### config.mk
export PLATFORM = sky130hd
export DESIGN_NAME = multibyte_add_seq
export DESIGN_NICKNAME = d
export VERILOG_FILES = /design/src/rtl/multibyte_add_seq.sv
export SDC_FILE = /design/constraint.sdc
export NUM_CORES = 1
export LEC_CHECK = 0
export ABC_CLOCK_PERIOD_IN_PS = 3500
export BUFFER_PORTS_ARGS = -buffer_cell sky130_fd_sc_hd__buf_2
export CAP_MARGIN = 20
export CELL_PAD_IN_SITES_DETAIL_PLACEMENT = 1
export CELL_PAD_IN_SITES_GLOBAL_PLACEMENT = 2
export CORE_AREA = 4 4 123 125
export CTS_CLUSTER_DIAMETER = 150
export CTS_CLUSTER_SIZE = 24
export DETAILED_ROUTE_END_ITERATION = 10
export DIE_AREA = 0 0 127 129
export PLACE_DENSITY = 0.8
export SLEW_MARGIN = 40
export SYNTH_ARGS = -nofsm -noshare
export SYNTH_HDL_FRONTEND = slang
export SYNTH_SLANG_ARGS = --single-unit
### constraint.sdc
create_clock -name clk -period 3.5 [get_ports clk]
set_clock_uncertainty 0.15 [all_clocks]
set_input_delay 0.525 -clock clk [delete_from_list [all_inputs] [get_ports clk]]
set_output_delay 0.525 -clock clk [all_outputs]
set_load 0.03 [all_outputs]
### src/rtl/multibyte_add_seq.sv
// Sequential multi-byte adder: one 8-bit carry-select add per clock, LSB byte first.
// Optional MULTIBYTE_ADD_SEQ_OVF_EN adds a registered two's-complement overflow output.

module carry_select (
   input  logic [7:0] a_i,
   input  logic [7:0] b_i,
   input  logic       cin_i,
   output logic [7:0] sum_o,
   output logic       cout_o
);
   logic [4:0] lo;
   logic [4:0] hi0;
   logic [4:0] hi1;

   // Upper nibble is precomputed for both possible carries and selected by the low carry.
   assign lo     = {1'b0, a_i[3:0]} + {1'b0, b_i[3:0]} + {4'b0000, cin_i};
   assign hi0    = {1'b0, a_i[7:4]} + {1'b0, b_i[7:4]};
   assign hi1    = hi0 + 5'd1;
   assign sum_o  = {(lo[4] ? hi1[3:0] : hi0[3:0]), lo[3:0]};
   assign cout_o = lo[4] ? hi1[4] : hi0[4];
endmodule

module multibyte_add_seq #(
   parameter int NBYTES = 4
) (
   input  logic                  clk,
   input  logic                  rst_n,
   input  logic                  in_valid,
   output logic                  in_ready,
   input  logic [8*NBYTES-1:0]   a,
   input  logic [8*NBYTES-1:0]   b,
   input  logic                  cin,
   output logic                  out_valid,
   input  logic                  out_ready,
   output logic [8*NBYTES-1:0]   sum,
`ifdef MULTIBYTE_ADD_SEQ_OVF_EN
   output logic                  ovf,
`endif
   output logic                  cout
);
   localparam int W  = 8 * NBYTES;
   localparam int KW = (NBYTES > 1) ? $clog2(NBYTES) : 1;
   localparam logic [KW-1:0] KLAST = KW'(NBYTES - 1);

   typedef enum logic [1:0] {IDLE, RUN, DONE} state_t;

   state_t          state_q, state_d;
   logic [KW-1:0]   k_q, k_d;
   logic [W-1:0]    a_q, a_d, b_q, b_d, sum_q, sum_d;
   logic            carry_q, carry_d, cout_q, cout_d, rdy_q, rdy_d;
`ifdef MULTIBYTE_ADD_SEQ_OVF_EN
   logic            ovf_q, ovf_d;
`endif
   logic [7:0]      aByte, bByte, sByte;
   logic            cByte;

   always_comb begin
      aByte = '0;
      bByte = '0;
      for (int i = 0; i < NBYTES; i++) begin
         if (k_q == KW'(i)) begin
            aByte = a_q[8*i +: 8];
            bByte = b_q[8*i +: 8];
         end
      end
   end

   carry_select u_byte (
      .a_i   (aByte),
      .b_i   (bByte),
      .cin_i (carry_q),
      .sum_o (sByte),
      .cout_o(cByte)
   );

   always_comb begin
      state_d = state_q;
      k_d     = k_q;
      a_d     = a_q;
      b_d     = b_q;
      sum_d   = sum_q;
      carry_d = carry_q;
      cout_d  = cout_q;
`ifdef MULTIBYTE_ADD_SEQ_OVF_EN
      ovf_d   = ovf_q;
`endif
      case (state_q)
         IDLE: begin
            if (in_valid && rdy_q) begin
               a_d     = a;
               b_d     = b;
               carry_d = cin;
               k_d     = '0;
               state_d = RUN;
            end
         end
         RUN: begin
            for (int i = 0; i < NBYTES; i++) begin
               if (k_q == KW'(i)) sum_d[8*i +: 8] = sByte;
            end
            carry_d = cByte;
            if (k_q == KLAST) begin
               state_d = DONE;
               cout_d  = cByte;
`ifdef MULTIBYTE_ADD_SEQ_OVF_EN
               ovf_d   = (a_q[W-1] == b_q[W-1]) && (sByte[7] != a_q[W-1]);
`endif
            end else begin
               k_d = k_q + KW'(1);
            end
         end
         DONE: begin
            if (out_ready) state_d = IDLE;
         end
         default: state_d = IDLE;
      endcase
      // Ready is registered so it stays low during reset and rises on the first edge after.
      rdy_d = (state_d == IDLE);
   end

   always_ff @(posedge clk or negedge rst_n) begin
      if (!rst_n) begin
         state_q <= IDLE;
         k_q     <= '0;
         a_q     <= '0;
         b_q     <= '0;
         sum_q   <= '0;
         carry_q <= 1'b0;
         cout_q  <= 1'b0;
         rdy_q   <= 1'b0;
`ifdef MULTIBYTE_ADD_SEQ_OVF_EN
         ovf_q   <= 1'b0;
`endif
      end else begin
         state_q <= state_d;
         k_q     <= k_d;
         a_q     <= a_d;
         b_q     <= b_d;
         sum_q   <= sum_d;
         carry_q <= carry_d;
         cout_q  <= cout_d;
         rdy_q   <= rdy_d;
`ifdef MULTIBYTE_ADD_SEQ_OVF_EN
         ovf_q   <= ovf_d;
`endif
      end
   end

   assign in_ready  = rdy_q;
   assign out_valid = (state_q == DONE);
   assign sum       = sum_q;
   assign cout      = cout_q;
`ifdef MULTIBYTE_ADD_SEQ_OVF_EN
   assign ovf       = ovf_q;
`endif
endmodule

# Word-level counts from Yosys, hierarchy flattened
# Cells that the tools add are included.
# word_totals
reg_bits,103
input_bits,69
elab_cells,54
# op_classes
addsub,5
eq_ne,7
n_mux,19
n_reduce_logical,12
# op_table
cell,count
8-bit 2-to-1 mux,8
2-bit AND reduction,6
4-bit by 4-bit adder with 5-bit output,2
2-bit 2-to-1 mux,5
2-bit equality test (second input constant),3
2-bit logical NOT,3
2-bit case mux with 3 select lines,1
5-bit by 1-bit adder with 5-bit output,1
5-bit by 1-bit adder with 5-bit output (second input constant),1
2-bit by 1-bit equality test with 1-bit output (second input constant),2
4-bit 2-to-1 mux,1
2-bit inequality test (second input constant),2
2-bit case mux with 2 select lines,1
3-bit AND reduction,1
2-bit by 1-bit adder with 2-bit output (second input constant),1
1-bit 2-to-1 mux,2
1-bit case mux with 2 select lines,1
2-bit nonzero test,1
1-bit logical AND,1

# Logic depth before layout (Yosys ltp)
# depth
depth_word,9
depth_mapped,15

# Hierarchy
# Synthesis repeated with hierarchy kept, for this count alone.
# unflattened
cells_unflattened,362
hier_area_um2,4829.6
# by_module_without_submodules
module,n_inst,cells_each,area_per_inst_um2,seq_area_each_um2
multibyte_add_seq,1,315,4448.0,2577.5
carry_select,1,47,381.6,0.0

# Worst setup path before layout
# Ideal clock, no wire load.
# synth_timing
path_kind,reg2reg
from,reg k_q[0]
to,"reg sum_q[23], in the netlist sum[23]"
arrival_time_ns,2.916
required_time_ns,3.281
path_slack_ns,0.365
path_stages_with_launch,14
path_buffers,2
period_less_slack_ns,3.135
path_cell_list,dfrtp_1 -> inv_1 -> ha_1 -> clkbuf_1 -> clkbuf_1 -> a21oi_1 -> a21oi_1 -> o21ai_0 -> fa_1 -> fa_1 -> nand3_1 -> a211oi_2 -> or4_1 -> nand3_1
# synth_between
elab_chain_cells,8
# synth_rtl
element,line,source
"start, declared",48,"logic [KW-1:0] k_q, k_d;"
"start signal, assigned",136,k_q <= k_d;
2-bit logical NOT,61,if (k_q == KW'(i)) begin
8-bit 2-to-1 mux (4 in a row),61,
"4-bit by 4-bit adder with 5-bit output, on equally long branches","17, 16",
"5-bit by 1-bit adder with 5-bit output, on equally long branches","18, 16",
4-bit 2-to-1 mux,19,"assign sum_o = {(lo[4] ? hi1[3:0] : hi0[3:0]), lo[3:0]};"
"end signal, assigned",139,sum_q <= sum_d;
"end, declared",49,"logic [W-1:0] a_q, a_d, b_q, b_d, sum_q, sum_d;"
# Parallel ways exist; a longest one is shown, timed or not.
# A chain may end at the register's enable or synchronous reset.

# Worst setup path after layout
# layout_timing
from,reg k_q[1]
to,"reg sum_q[22], in the netlist sum[22]"
# The elaborated chain is that of the path after synthesis.

==> results.json <==
{
  "start_util": 0.3506,
  "grt-ovfl-total": 0,
  "synth-main-ff-cell": "dfrtp_1",
  "required_ps": 3550,
  "async_flop_share": 1.000,
  "synth_top_area_share": 0.5296,
  "synth_commonest_cells": "dfrtp_1, mux2_2, nand2_1",
  "end_kind": "register",
  "hold_viol": 0,
  "finalCritPeriodShare": 0.9358,
  "grt_first_pass_wirelength_um": 20160,
  "yosysUniqueCellTypes": 39,
  "critical-path-max-stage-delay_ps": 620,
  "clkLatencyLatePin_ps": 350,
  "p_per_area_nw_per_um2": 1186,
  "die_w_um": 127,
  "hp-class": "in2async",
  "grtUsageTotal": 0.1586,
  "ys_seq_area_frac": 0.5296,
  "relSlewSlack": 0.5216,
  "cp_max_fo": 13,
  "h-tree-depth": 3,
  "netlist_area_sq_um": 4867,
  "fin_util": 0.4328,
  "diodes": 0,
  "core-area_sq_um": 13880,
  "place_hpwl_um": 9537,
  "die-area_sq_um": 16380,
  "num_vias": 3547,
  "setup_violations": 0,
  "synth_warnings": 0,
  "drt_first_pass_iters": 4,
  "critPathSlowestCell": "fa_2",
  "cts_setup_buffers": 0,
  "drive_above_1_share": 0.4150,
  "clkTransAtPathRegs_ps": 70,
  "synth_area_leader_cell": "dfrtp_1",
  "fmax_mhz": 305.3,
  "fin_nets": 615,
  "rsz0062_at_grt": "yes",
  "ys_ff_latch": 103,
  "cp.arrival_ps": 3330,
  "worst_slack_ps": 224.6,
  "post_cts_resized": 0,
  "path_class": "reg2reg",
  "viasPerCell": 4.961,
  "syn_nets": 510,
  "min_period_ps": 3275,
  "drc": 0,
  "syn_inst": 426,
  "cts_hold_buf": 0,
  "antenna_found_initial": 0,
  "maxCapViolations": 0,
  "avgSynthCellArea_sq_um": 11.43,
  "grt_start_max_net_pins": 54,
  "grt_pass1_vias": 3897,
  "total_power_mw": 7.124,
  "cts_max_path_buffers": 2,
  "cts_tree": "built",
  "cts.sinks": 103,
  "ir_drop_v": 0.0003794,
  "crit_path_start_kind": "register",
  "drt-initial-drc-count": 191,
  "fp-row-count": 43,
  "totalWireLength_um": 12310,
  "cpMostUsedCell": "a21oi_1",
  "synth_edf_count": 0,
  "port_buffers": 103,
  "ant_nets": 0,
  "worstPathCellList": "inv_1 > ha_2 > buf_4 > nand3b_1 > a21oi_1 > a21oi_1 > o21ai_0 > ha_1 > fa_2 > ha_1 > inv_1 > a21oi_1 > xor2_2 > o21ai_0",
  "preCtsSetupSlack_ps": 37.56,
  "maxSlewViolCount": 0,
  "routedWlPerCell_um": 17.22,
  "clockRootBuffer": "clkbuf_16",
  "gp_congestion": 0.7643,
  "die_h_um": 129,
  "area_growth_pct": 23.44,
  "status": "finished clean",
  "worst_pin_slew_ps": 717.6,
  "cts_made_buffers": 9,
  "io_pins": 104,
  "synthTopCellsByArea": "dfrtp_1, mux2_2, nand2_1",
  "yosysMostFrequentCell": "dfrtp_1",
  "power.leakage_nw": 2.731
}
final cells by class:
| cell class | instances | area (sq um) |
|---|---|---|
| Clock buffer | 11 | 242.7 |
| Clock inverter | 4 | 70.07 |
| Fill cell | 1550 | 7873 |
| Inverter | 5 | 18.77 |
| Multi-Input combinational cell | 292 | 2203 |
| Sequential cell | 103 | 2577 |
| Tap cell | 180 | 225.2 |
| Timing Repair Buffer | 120 | 670.6 |
cell families after synthesis:
group,after synthesis,synth area share
simple gates,105,0.1075
flops,103,0.5296
compound gates,93,0.1085
mux,74,0.1710
buf+inv,31,0.03136
fa+ha+maj,15,0.04319
xor+xnor,5,0.008999
flip-flops by register name (all words and copies together), names as in the netlist:
signal    flops
a_q          32
b_q          32
sum          32
k_q           2
state_q       2
carry_q       1
cout          1
in_ready      1
layer usage:
metal | global-route usage | vias to the layer above | share of wire
met1 | 0.2139 | 1733 | 0.47
met5 | 0 | - | 0
met2 | 0.2568 | 81 | 0.47
met4 | 0.04038 | 0 | 0.0096
met3 | 0.04068 | 10 | 0.050
li1 | - | 1723 | -
worst max-delay path: cells and delay by family (launching register included):
family                     cells  cell delay [ps]
buffers and inverters          3              360
and+or+nand+nor                1              110
AOI/OAI and AO/OA              5              620
xor gates and xnor gates       1              230
DFF                            1              410
adders and majority gates      4             1240
power by group:
group | switching [mW] | internal [mW] | total, mW
sequential | 0.355 | 1.79 | 2.15
clock | 0.424 | 0.640 | 1.06
combinational | 2.30 | 1.61 | 3.91
stage by stage:
stage          cell area (sq um)  instances  hold slack [ps]  setup TNS, ps
6_report                    6008        715            75.09              0
5_1_grt                     6008        715            127.3         -4.578
4_1_cts                     5946        715            101.8              0
3_5_place_dp                5633        700            320.2              0
3_3_place_gp                5633        700            306.6              0
2_1_floorplan               4867        426            79.41              0
path summary, 6_finish.rpt:
kind	startpoint	to	slack, ps	cells past startpoint
max	k_q[1]	sum[22]	220	14
min	rst_n	sum[16]	80	1
max reg2reg	k_q[1]	sum[22]	220	14
min reg2reg	sum[27]	sum[27]	330	2
min in group clk	a[13]	a_q[13]	250	2
max in group asynchronous	rst_n	a_q[3]	2400	2
cell usage in the layout (no fill, tap or decap), types with 3 or more instances in the layout:
master	n
nor2b_1	4
ha_1	10
a21oi_1	36
nand3b_1	15
inv_1	5
buf_4	16
o21ai_0	37
nand3_1	9
nand2_1	60
clkbuf_16	9
o2111ai_1	4
a21o_1	3
or4_1	4
buf_2	102
mux2_2	73
dfrtp_1	103
No activity file was read; power rests on OpenSTA's default activity.
